--- config.mk ---
export PLATFORM = sky130hd
export DESIGN_NAME = freq_scaler_flat
export DESIGN_NICKNAME = d
export VERILOG_FILES = /design/src/rtl/freq_scaler_if.sv /design/src/rtl/freq_scaler.sv /design/src/flat_wrapper.sv
export SDC_FILE = /design/constraint.sdc
export NUM_CORES = 1
export LEC_CHECK = 0
export CORE_UTILIZATION = 40
export CTS_BUF_LIST = sky130_fd_sc_hd__clkbuf_16
export DETAILED_ROUTE_END_ITERATION = 8
export SYNTH_ARGS = -nofsm -noshare
export SYNTH_HDL_FRONTEND = slang
export SYNTH_SLANG_ARGS = --single-unit
--- constraint.sdc ---
create_clock -name clk -period 7.3 [get_ports clk]
set_clock_uncertainty 0.05 [all_clocks]
set_input_delay 1.46 -clock clk [delete_from_list [all_inputs] [get_ports clk]]
set_output_delay 1.46 -clock clk [all_outputs]
set_load 0.02 [all_outputs]
--- src/rtl/freq_scaler_if.sv ---
// Signal bundle between the pad logic / display stage and freq_scaler.
// The design drives the measurement and generated-wave outputs; the
// surrounding logic drives the input wave and the control inputs.
interface freq_scaler_if #(
    parameter int CNT_W   = 16,
    parameter int SHIFT_W = 3
);
    logic               infreq;
    logic               adjust;
    logic               mode;
    logic [SHIFT_W-1:0] n;
    logic               outfreq;
    logic               valid;
    logic [CNT_W-1:0]   period;
    logic [CNT_W-1:0]   half;
    logic               err;
    logic               clamp;

    modport master (
        output infreq, adjust, mode, n,
        input  outfreq, valid, period, half, err, clamp
    );

    modport slave (
        input  infreq, adjust, mode, n,
        output outfreq, valid, period, half, err, clamp
    );
endinterface

--- src/rtl/freq_scaler.sv ---
// Frequency scaler: measures the period of a slow input square wave in clk
// cycles, then regenerates a square wave whose frequency is the input
// frequency multiplied (mode=0) or divided (mode=1) by 2^n.
module freq_scaler #(
    parameter int CNT_W   = 16,
    parameter int SHIFT_W = 3
) (
    input  logic          clk,
    input  logic          rst,
    freq_scaler_if.slave  bus
);

    localparam int WIDE_W = CNT_W + 2**SHIFT_W;
    localparam logic [CNT_W-1:0]   CNT_ONE      = 1;
    localparam logic [SHIFT_W:0]   SH_ONE       = 1;
    localparam logic [WIDE_W-1:0]  CNT_MAX_WIDE = {{(WIDE_W-CNT_W){1'b0}}, {CNT_W{1'b1}}};

    typedef enum logic [2:0] {
        IDLE, HOLD, ARM, MEAS, LOAD, RUN, ERR
    } state_t;

    state_t           state_q,   state_d;
    logic             sync1_q,   sync1_d;
    logic             sync2_q,   sync2_d;
    logic             prev_q,    prev_d;
    logic [CNT_W-1:0] pcnt_q,    pcnt_d;
    logic [CNT_W-1:0] dcnt_q,    dcnt_d;
    logic [CNT_W-1:0] period_q,  period_d;
    logic [CNT_W-1:0] half_q,    half_d;
    logic             outfreq_q, outfreq_d;
    logic             valid_q,   valid_d;
    logic             err_q,     err_d;
    logic             clamp_q,   clamp_d;

    logic              rise;
    logic [WIDE_W-1:0] p_wide;
    logic [WIDE_W-1:0] h_wide;
    logic [SHIFT_W:0]  div_shift;
    logic [CNT_W-1:0]  h_val;
    logic              h_clamp;

    // Half-period from the measured period, computed wide so the multiply
    // direction cannot lose bits before the range check clamps it.
    always_comb begin
        p_wide    = {{(WIDE_W-CNT_W){1'b0}}, period_q};
        div_shift = {1'b0, bus.n} + SH_ONE;
        if (bus.mode) begin
            h_wide = (p_wide << bus.n) >> 1;
        end else begin
            h_wide = p_wide >> div_shift;
        end
        h_val   = h_wide[CNT_W-1:0];
        h_clamp = 1'b0;
        if (h_wide == '0) begin
            h_val   = CNT_ONE;
            h_clamp = 1'b1;
        end else if (h_wide > CNT_MAX_WIDE) begin
            h_val   = '1;
            h_clamp = 1'b1;
        end
    end

    // Next-state logic: synchroniser, measurement FSM and wave generator.
    always_comb begin
        sync1_d   = bus.infreq;
        sync2_d   = sync1_q;
        prev_d    = sync2_q;
        rise      = sync2_q & ~prev_q;
        state_d   = state_q;
        pcnt_d    = pcnt_q;
        dcnt_d    = dcnt_q;
        period_d  = period_q;
        half_d    = half_q;
        outfreq_d = outfreq_q;
        valid_d   = valid_q;
        err_d     = err_q;
        clamp_d   = clamp_q;

        if (bus.adjust && (state_q != HOLD)) begin
            state_d   = HOLD;
            valid_d   = 1'b0;
            outfreq_d = 1'b0;
        end else begin
            case (state_q)
                IDLE: begin
                end
                HOLD: begin
                    err_d     = 1'b0;
                    clamp_d   = 1'b0;
                    valid_d   = 1'b0;
                    outfreq_d = 1'b0;
                    if (!bus.adjust) begin
                        state_d = ARM;
                    end
                end
                ARM: begin
                    if (rise) begin
                        pcnt_d  = CNT_ONE;
                        state_d = MEAS;
                    end
                end
                MEAS: begin
                    if (rise) begin
                        period_d = pcnt_q;
                        state_d  = LOAD;
                    end else if (pcnt_q == '1) begin
                        err_d   = 1'b1;
                        state_d = ERR;
                    end else begin
                        pcnt_d = pcnt_q + CNT_ONE;
                    end
                end
                LOAD: begin
                    half_d    = h_val;
                    dcnt_d    = h_val - CNT_ONE;
                    clamp_d   = h_clamp;
                    valid_d   = 1'b1;
                    outfreq_d = 1'b0;
                    state_d   = RUN;
                end
                RUN: begin
                    valid_d = 1'b1;
                    if (dcnt_q == '0) begin
                        outfreq_d = ~outfreq_q;
                        dcnt_d    = half_q - CNT_ONE;
                    end else begin
                        dcnt_d = dcnt_q - CNT_ONE;
                    end
                end
                ERR: begin
                    valid_d   = 1'b0;
                    outfreq_d = 1'b0;
                end
                default: begin
                    state_d = IDLE;
                end
            endcase
        end
    end

    // State and output registers, cleared asynchronously by reset.
    always_ff @(posedge clk or negedge rst) begin
        if (!rst) begin
            state_q   <= IDLE;
            sync1_q   <= 1'b0;
            sync2_q   <= 1'b0;
            prev_q    <= 1'b0;
            pcnt_q    <= '0;
            dcnt_q    <= '0;
            period_q  <= '0;
            half_q    <= '0;
            outfreq_q <= 1'b0;
            valid_q   <= 1'b0;
            err_q     <= 1'b0;
            clamp_q   <= 1'b0;
        end else begin
            state_q   <= state_d;
            sync1_q   <= sync1_d;
            sync2_q   <= sync2_d;
            prev_q    <= prev_d;
            pcnt_q    <= pcnt_d;
            dcnt_q    <= dcnt_d;
            period_q  <= period_d;
            half_q    <= half_d;
            outfreq_q <= outfreq_d;
            valid_q   <= valid_d;
            err_q     <= err_d;
            clamp_q   <= clamp_d;
        end
    end

    assign bus.outfreq = outfreq_q;
    assign bus.valid   = valid_q;
    assign bus.period  = period_q;
    assign bus.half    = half_q;
    assign bus.err     = err_q;
    assign bus.clamp   = clamp_q;

endmodule

--- src/flat_wrapper.sv ---
// flat-port wrapper written by rule: the top's interface ports become plain ports
module freq_scaler_flat 
#(
    parameter int CNT_W   = 16,
    parameter int SHIFT_W = 3
)
  (clk, rst, bus_infreq, bus_adjust, bus_mode, bus_n, bus_outfreq, bus_valid, bus_period, bus_half, bus_err, bus_clamp);
  freq_scaler_if #(.CNT_W(CNT_W), .SHIFT_W(SHIFT_W)) bus_i ();
  input  logic clk;
  input  logic rst;
  input wire logic [$bits(bus_i.infreq)-1:0] bus_infreq;
  input wire logic [$bits(bus_i.adjust)-1:0] bus_adjust;
  input wire logic [$bits(bus_i.mode)-1:0] bus_mode;
  input wire logic [$bits(bus_i.n)-1:0] bus_n;
  output wire logic [$bits(bus_i.outfreq)-1:0] bus_outfreq;
  output wire logic [$bits(bus_i.valid)-1:0] bus_valid;
  output wire logic [$bits(bus_i.period)-1:0] bus_period;
  output wire logic [$bits(bus_i.half)-1:0] bus_half;
  output wire logic [$bits(bus_i.err)-1:0] bus_err;
  output wire logic [$bits(bus_i.clamp)-1:0] bus_clamp;
  assign bus_i.infreq = bus_infreq;
  assign bus_i.adjust = bus_adjust;
  assign bus_i.mode = bus_mode;
  assign bus_i.n = bus_n;
  assign bus_outfreq = bus_i.outfreq;
  assign bus_valid = bus_i.valid;
  assign bus_period = bus_i.period;
  assign bus_half = bus_i.half;
  assign bus_err = bus_i.err;
  assign bus_clamp = bus_i.clamp;
  freq_scaler #(.CNT_W(CNT_W), .SHIFT_W(SHIFT_W)) u_core (.clk(clk), .rst(rst), .bus(bus_i));
endmodule
======== Word-level counts from Yosys, hierarchy flattened ========
Index checks and enable logic that the tools add are counted.
storage, ports and cells
  flip-flop bits (word level) ............. 74
  bits of input ports ..................... 8
  word-level logic and storage cells ...... 89
  output and inout port bits .............. 36
operators by class
  mux-type cells .......................... 26
  magnitude comparators ................... 1
  bitwise logic cells ..................... 4
  shifts and indexed selects .............. 2
  add/sub/neg operators ................... 5
  equal/unequal tests ..................... 17
  reduce and logical (&&, ||, !) cells .... 22
operators with widths
  operator                 number
  $mux W16                 6
  $pmux W16 S2             2
  $sub A16 B1 Y16 const B  3
  $gt A24 B16 Y1 const B   1
  $logic_not A24 Y1        1
  $mux W24                 1
  $shl A16 B3 Y24          1
  $shr A16 B4 Y24          1
  $add A16 B1 Y16 const B  1
  $eq A16 B16 Y1 const B   1
  $logic_not A16 Y1        1
  $mux W3                  5
  $pmux W3 S5              1
  $eq A3 B3 Y1 const B     3
  $ne A3 B1 Y1 const B     3
  $pmux W1 S2              4
  $reduce_and A2 Y1        4
  $reduce_and A4 Y1        2
  $reduce_bool A2 Y1       4
  $mux W1                  7
  $eq A3 B2 Y1 const B     2
  $ne A2 B1 Y1 const B     3
  $reduce_bool A3 Y1       2
  $reduce_or A3 Y1         2
  other kinds (12)         16

======== Logic depth before layout (Yosys ltp) ========
  word-level depth ........................ 8
  depth in mapped cells ................... 16
  gate-level depth less buffers ........... 12

======== Worst setup path after synthesis ========
OpenSTA, ideal clock, no wires.
  path type ............................... input to register
  from .................................... input port bus_n[1]
  to ...................................... register u_core.dcnt_q[10]
  library setup time ...................... 125 ps
  arrival time ............................ 4518 ps
  setup slack ............................. 2608 ps
  cell stages on the path ................. 14
  path through ............................ buf_6 -> buf_6 -> mux2_2 -> mux2_2 -> mux4_2 -> nor2_1 -> nand3_1 -> nor4_1 -> o21ai_1 -> ha_1 -> nand3b_1 -> nor3_1 -> xnor2_1 -> mux2_2
on the way
  cells in the longest elaborated chain, start to end .. 8
  elaborated cells between the ends (all ways) .. 10
  classes of those cells .................. 2 x add/sub; 1 x order compare; 2 x shift; 4 x mux; 1 x reduce/logical
ends and longest elaborated chain
  what                    line                RTL
  start: declaration      flat_wrapper.sv:14  input wire logic [$bits(bus_i.n)-1:0] bus_n;
  $add A3 B1 Y4           freq_scaler.sv:46   div_shift = {1'b0, bus.n} + SH_ONE;
  $shr A16 B4 Y24         freq_scaler.sv:50   h_wide = p_wide >> div_shift;
  $mux W24 *              freq_scaler.sv:47   if (bus.mode) begin
  $gt A24 B16 Y1          freq_scaler.sv:57   end else if (h_wide > CNT_MAX_WIDE) begin
  $mux W16                freq_scaler.sv:57
  $mux W16 *              freq_scaler.sv:54   if (h_wide == '0) begin
  $sub A16 B1 Y16 *       freq_scaler.sv:115  dcnt_d = h_val - CNT_ONE;
  $pmux W16 S2 *          freq_scaler.sv:84   case (state_q)
  end signal: assignment  freq_scaler.sv:162  dcnt_q <= dcnt_d;
  end: declaration        freq_scaler.sv:27   logic [CNT_W-1:0] dcnt_q, dcnt_d;
Mark *: on every way between the ends. The rest lies on a longest branch, timed or not.
A chain may end at the register's enable or synchronous reset.

======== Worst setup path in the final report ========
  from .................................... input port bus_n[2]
  to ...................................... register u_core.dcnt_q[10]
Same word-level chain as after synthesis.

==> impl_metrics.toml <==
[floorplanning]
design.core.area_sq_um = 12700
initial_core_util = 0.411
die_y_um = 116
rows = 41
chipWidth_um = 116
die_area_sq_um = 13500
pin_count = 44

[clock_tree]
cts_max_level = 3
cts_resized = 0
clock_path_buffers = 2
clk_latency_ps = 340
numClockSinks = 74
clk_pin_slew_worst_paths_ps = 60
cts_tree = "built"
cts_hold_repair.buffers = 0
numCtsBuffers = 9
cts_setup_buffers = 0
cts.root.buffer_cell = "clkbuf_16"

[worst_setup_path]
critPathArrivalTime_ps = 5900
critPathLaunchType = "input port"
crit_type = "in -> reg"
critPathCaptureType = "register"
required_ps = 7470
worstPathMaxFanout = 27

[route]
dr.pass1.iters = 6
routed_wl_um = 14100
via_per_inst = 6.00
vias = 4433
drtIter0Drc = 262
wl_per_cell_um = 19.1
ant_nets = 0
drc = 0

[placed_design]
gp_congestion = 0.878
numPortBuffers = 43
dp_hpwl_um = 9970

[logic_synthesis]
post-synth-top-count-cell = "dfrtp_1"
avgSynthCellArea_sq_um = 9.53
synth_flop_cell = "dfrtp_1"
ys_seq_area_frac = 0.356
synth-edff-count = 0
synthCells = 546
ys_types = 71
syn_area_sq_um = 5200
ys_ff_latch = 74
synth_common_cells = "74 x dfrtp_1, 60 x nor2_1, 40 x nand2_1"
synth_nets = 556
synth.largest_area_cell = "dfrtp_1"
synth.area.top_cells = "dfrtp_1 36%, mux2_2 7.6%, mux4_2 6.9%, mux2i_1 4.8%, nor2_1 4.3%"
synth_top_area_frac = 0.356
ys_warn_count = 0
ys_async_sr_fraction = 1.00

[global_routing]
grt_usage = 0.221
grt_pass1_wl_um = 22400
antenna_found_initial = 0
grt_pass1_vias = 4094
grt_max_degree = 75
overflow = 0

[layout]
nFillCells = 1198
final_nets = 572
fin_util = 0.472
diodes = 0
syn2layout_area_growth_pct = 14.9
drive_gt1_frac = 0.155

[sta]
timing.max_slew.rel_slack = 0.273
period_needed_ps = 5730
rsz0062_at_grt = "no"
timing.final.crit_share = 0.785
maxSlewViolCount = 0
final.setup.tns_ps = 0
whs_ps = 298
tightest_slew_ps = 1090
finalHoldViolCount = 0
max_freq_mhz = 174
setup_viol = 0

[power]
vdd_ir_drop_max_uv = 171
p_leak_uw = 0.00243
p_per_area_nw_per_um2 = 271

[flow_run]
drv_cap = 0

[run_status]
status = "completed"

[min_path]
hp-class = "reg -> reg"
## metal layers
layer / vias to the layer above / track usage / share of wire
met1: 2180 / 0.302 / 0.46
met3: 22 / 0.0408 / 0.050
met5: - / 0 / 0
met4: 0 / 0.0872 / 0.024
li1: 2101 / - / -
met2: 130 / 0.346 / 0.46
## logic make-up (layout without fill, tap and decap cells)
kind of cell,after synthesis,in the layout,share of synthesized area
buffers and inverters,50,71,0.0440
AO/OA/AOI/OAI,142,142,0.192
flip-flops,74,74,0.356
multiplexers,78,78,0.201
XOR/XNOR,12,12,0.0202
adder cells (fa/ha/maj),2,2,0.00481
AND/OR/NAND/NOR,188,188,0.182
## critical path, cell delays in order
cell and delay, ps:
clkdlybuf4s50_1 1170, inv_2 280, and3_1 270, a211oi_1 240
o31ai_1 130, or3_1 380, nor4_1 610, o21ai_1 330
ha_1 300, nand3b_1 230, nor3_1 110, xnor2_1 140
mux2_2 260
## state kept, by name, indices dropped and copies added, names as in the netlist
| name | cells |
|---|---|
| u_core.bus.half | 16 |
| u_core.bus.period | 16 |
| u_core.dcnt_q | 16 |
| u_core.pcnt_q | 16 |
| u_core.state_q | 3 |
| u_core.bus.clamp | 1 |
| u_core.bus.err | 1 |
| u_core.bus.outfreq | 1 |
| u_core.bus.valid | 1 |
| u_core.prev_d | 1 |
| u_core.prev_q | 1 |
| u_core.sync1_q | 1 |
## worst paths after layout
check,from,cells after the start,slack [ps],to
worst max-delay path,bus_n[2],13,1570,u_core.dcnt_q[10]
max in group asynchronous,rst,1,5360,u_core.bus.period[3]
worst max register to register,u_core.bus.period[12],11,3050,u_core.dcnt_q[10]
worst min register to register,u_core.sync1_q,0,300,u_core.prev_d
worst min-delay path,u_core.sync1_q,0,300,u_core.prev_d
min in group asynchronous,rst,1,1190,u_core.bus.half[9]
## metrics by stage
| stage | cell area (sq um) | power [uW] | setup WS [ps] | cells |
|---|---|---|---|---|
| floorplan | 5200 | 954 | 2610 | 546 |
| global route | 5980 | 1710 | 1240 | 739 |
| detailed placement | 5670 | 1160 | 1310 | 723 |
| finish | 5980 | 1620 | 1570 | 739 |
| global placement | 5670 | 1160 | 1430 | 723 |
| CTS | 5980 | 1630 | 1670 | 739 |
## cell usage in the layout, fill, tap and decap left out, types with 7 or more instances in the layout
cell / Yosys / routed
dfrtp_1: 74 / 74
nand3_1: 11 / 11
xnor2_1: 7 / 7
and3_1: 7 / 7
mux2_2: 35 / 35
a211o_1: 8 / 8
a22o_1: 8 / 8
nor4_1: 7 / 7
clkbuf_16: 0 / 9
nor3_1: 11 / 11
a31oi_1: 19 / 19
clkdlybuf4s50_1: 0 / 40
mux4_2: 16 / 16
a21oi_1: 23 / 23
nand2_1: 40 / 40
nand2b_1: 10 / 10
o21ai_0: 21 / 21
o31ai_1: 7 / 7
mux2i_1: 25 / 25
nor2_1: 60 / 59
a211oi_1: 14 / 14
## final cells by class
type,instances,area [sq um],share of cell area
clock buffers,9,225,0.0377
clock inverters,7,83.8,0.0140
inverters,8,30.0,0.00502
multi-input cells,422,3130,0.523
flip-flops and latches,74,1850,0.310
well taps,172,215,0.0360
repair buffers,47,448,0.0749
## where the power goes
| part | internal [uW] | switching, uW |
|---|---|---|
| clock network | 295 | 165 |
| logic | 249 | 277 |
| registers | 505 | 128 |
(Power assumes the default switching activity.)
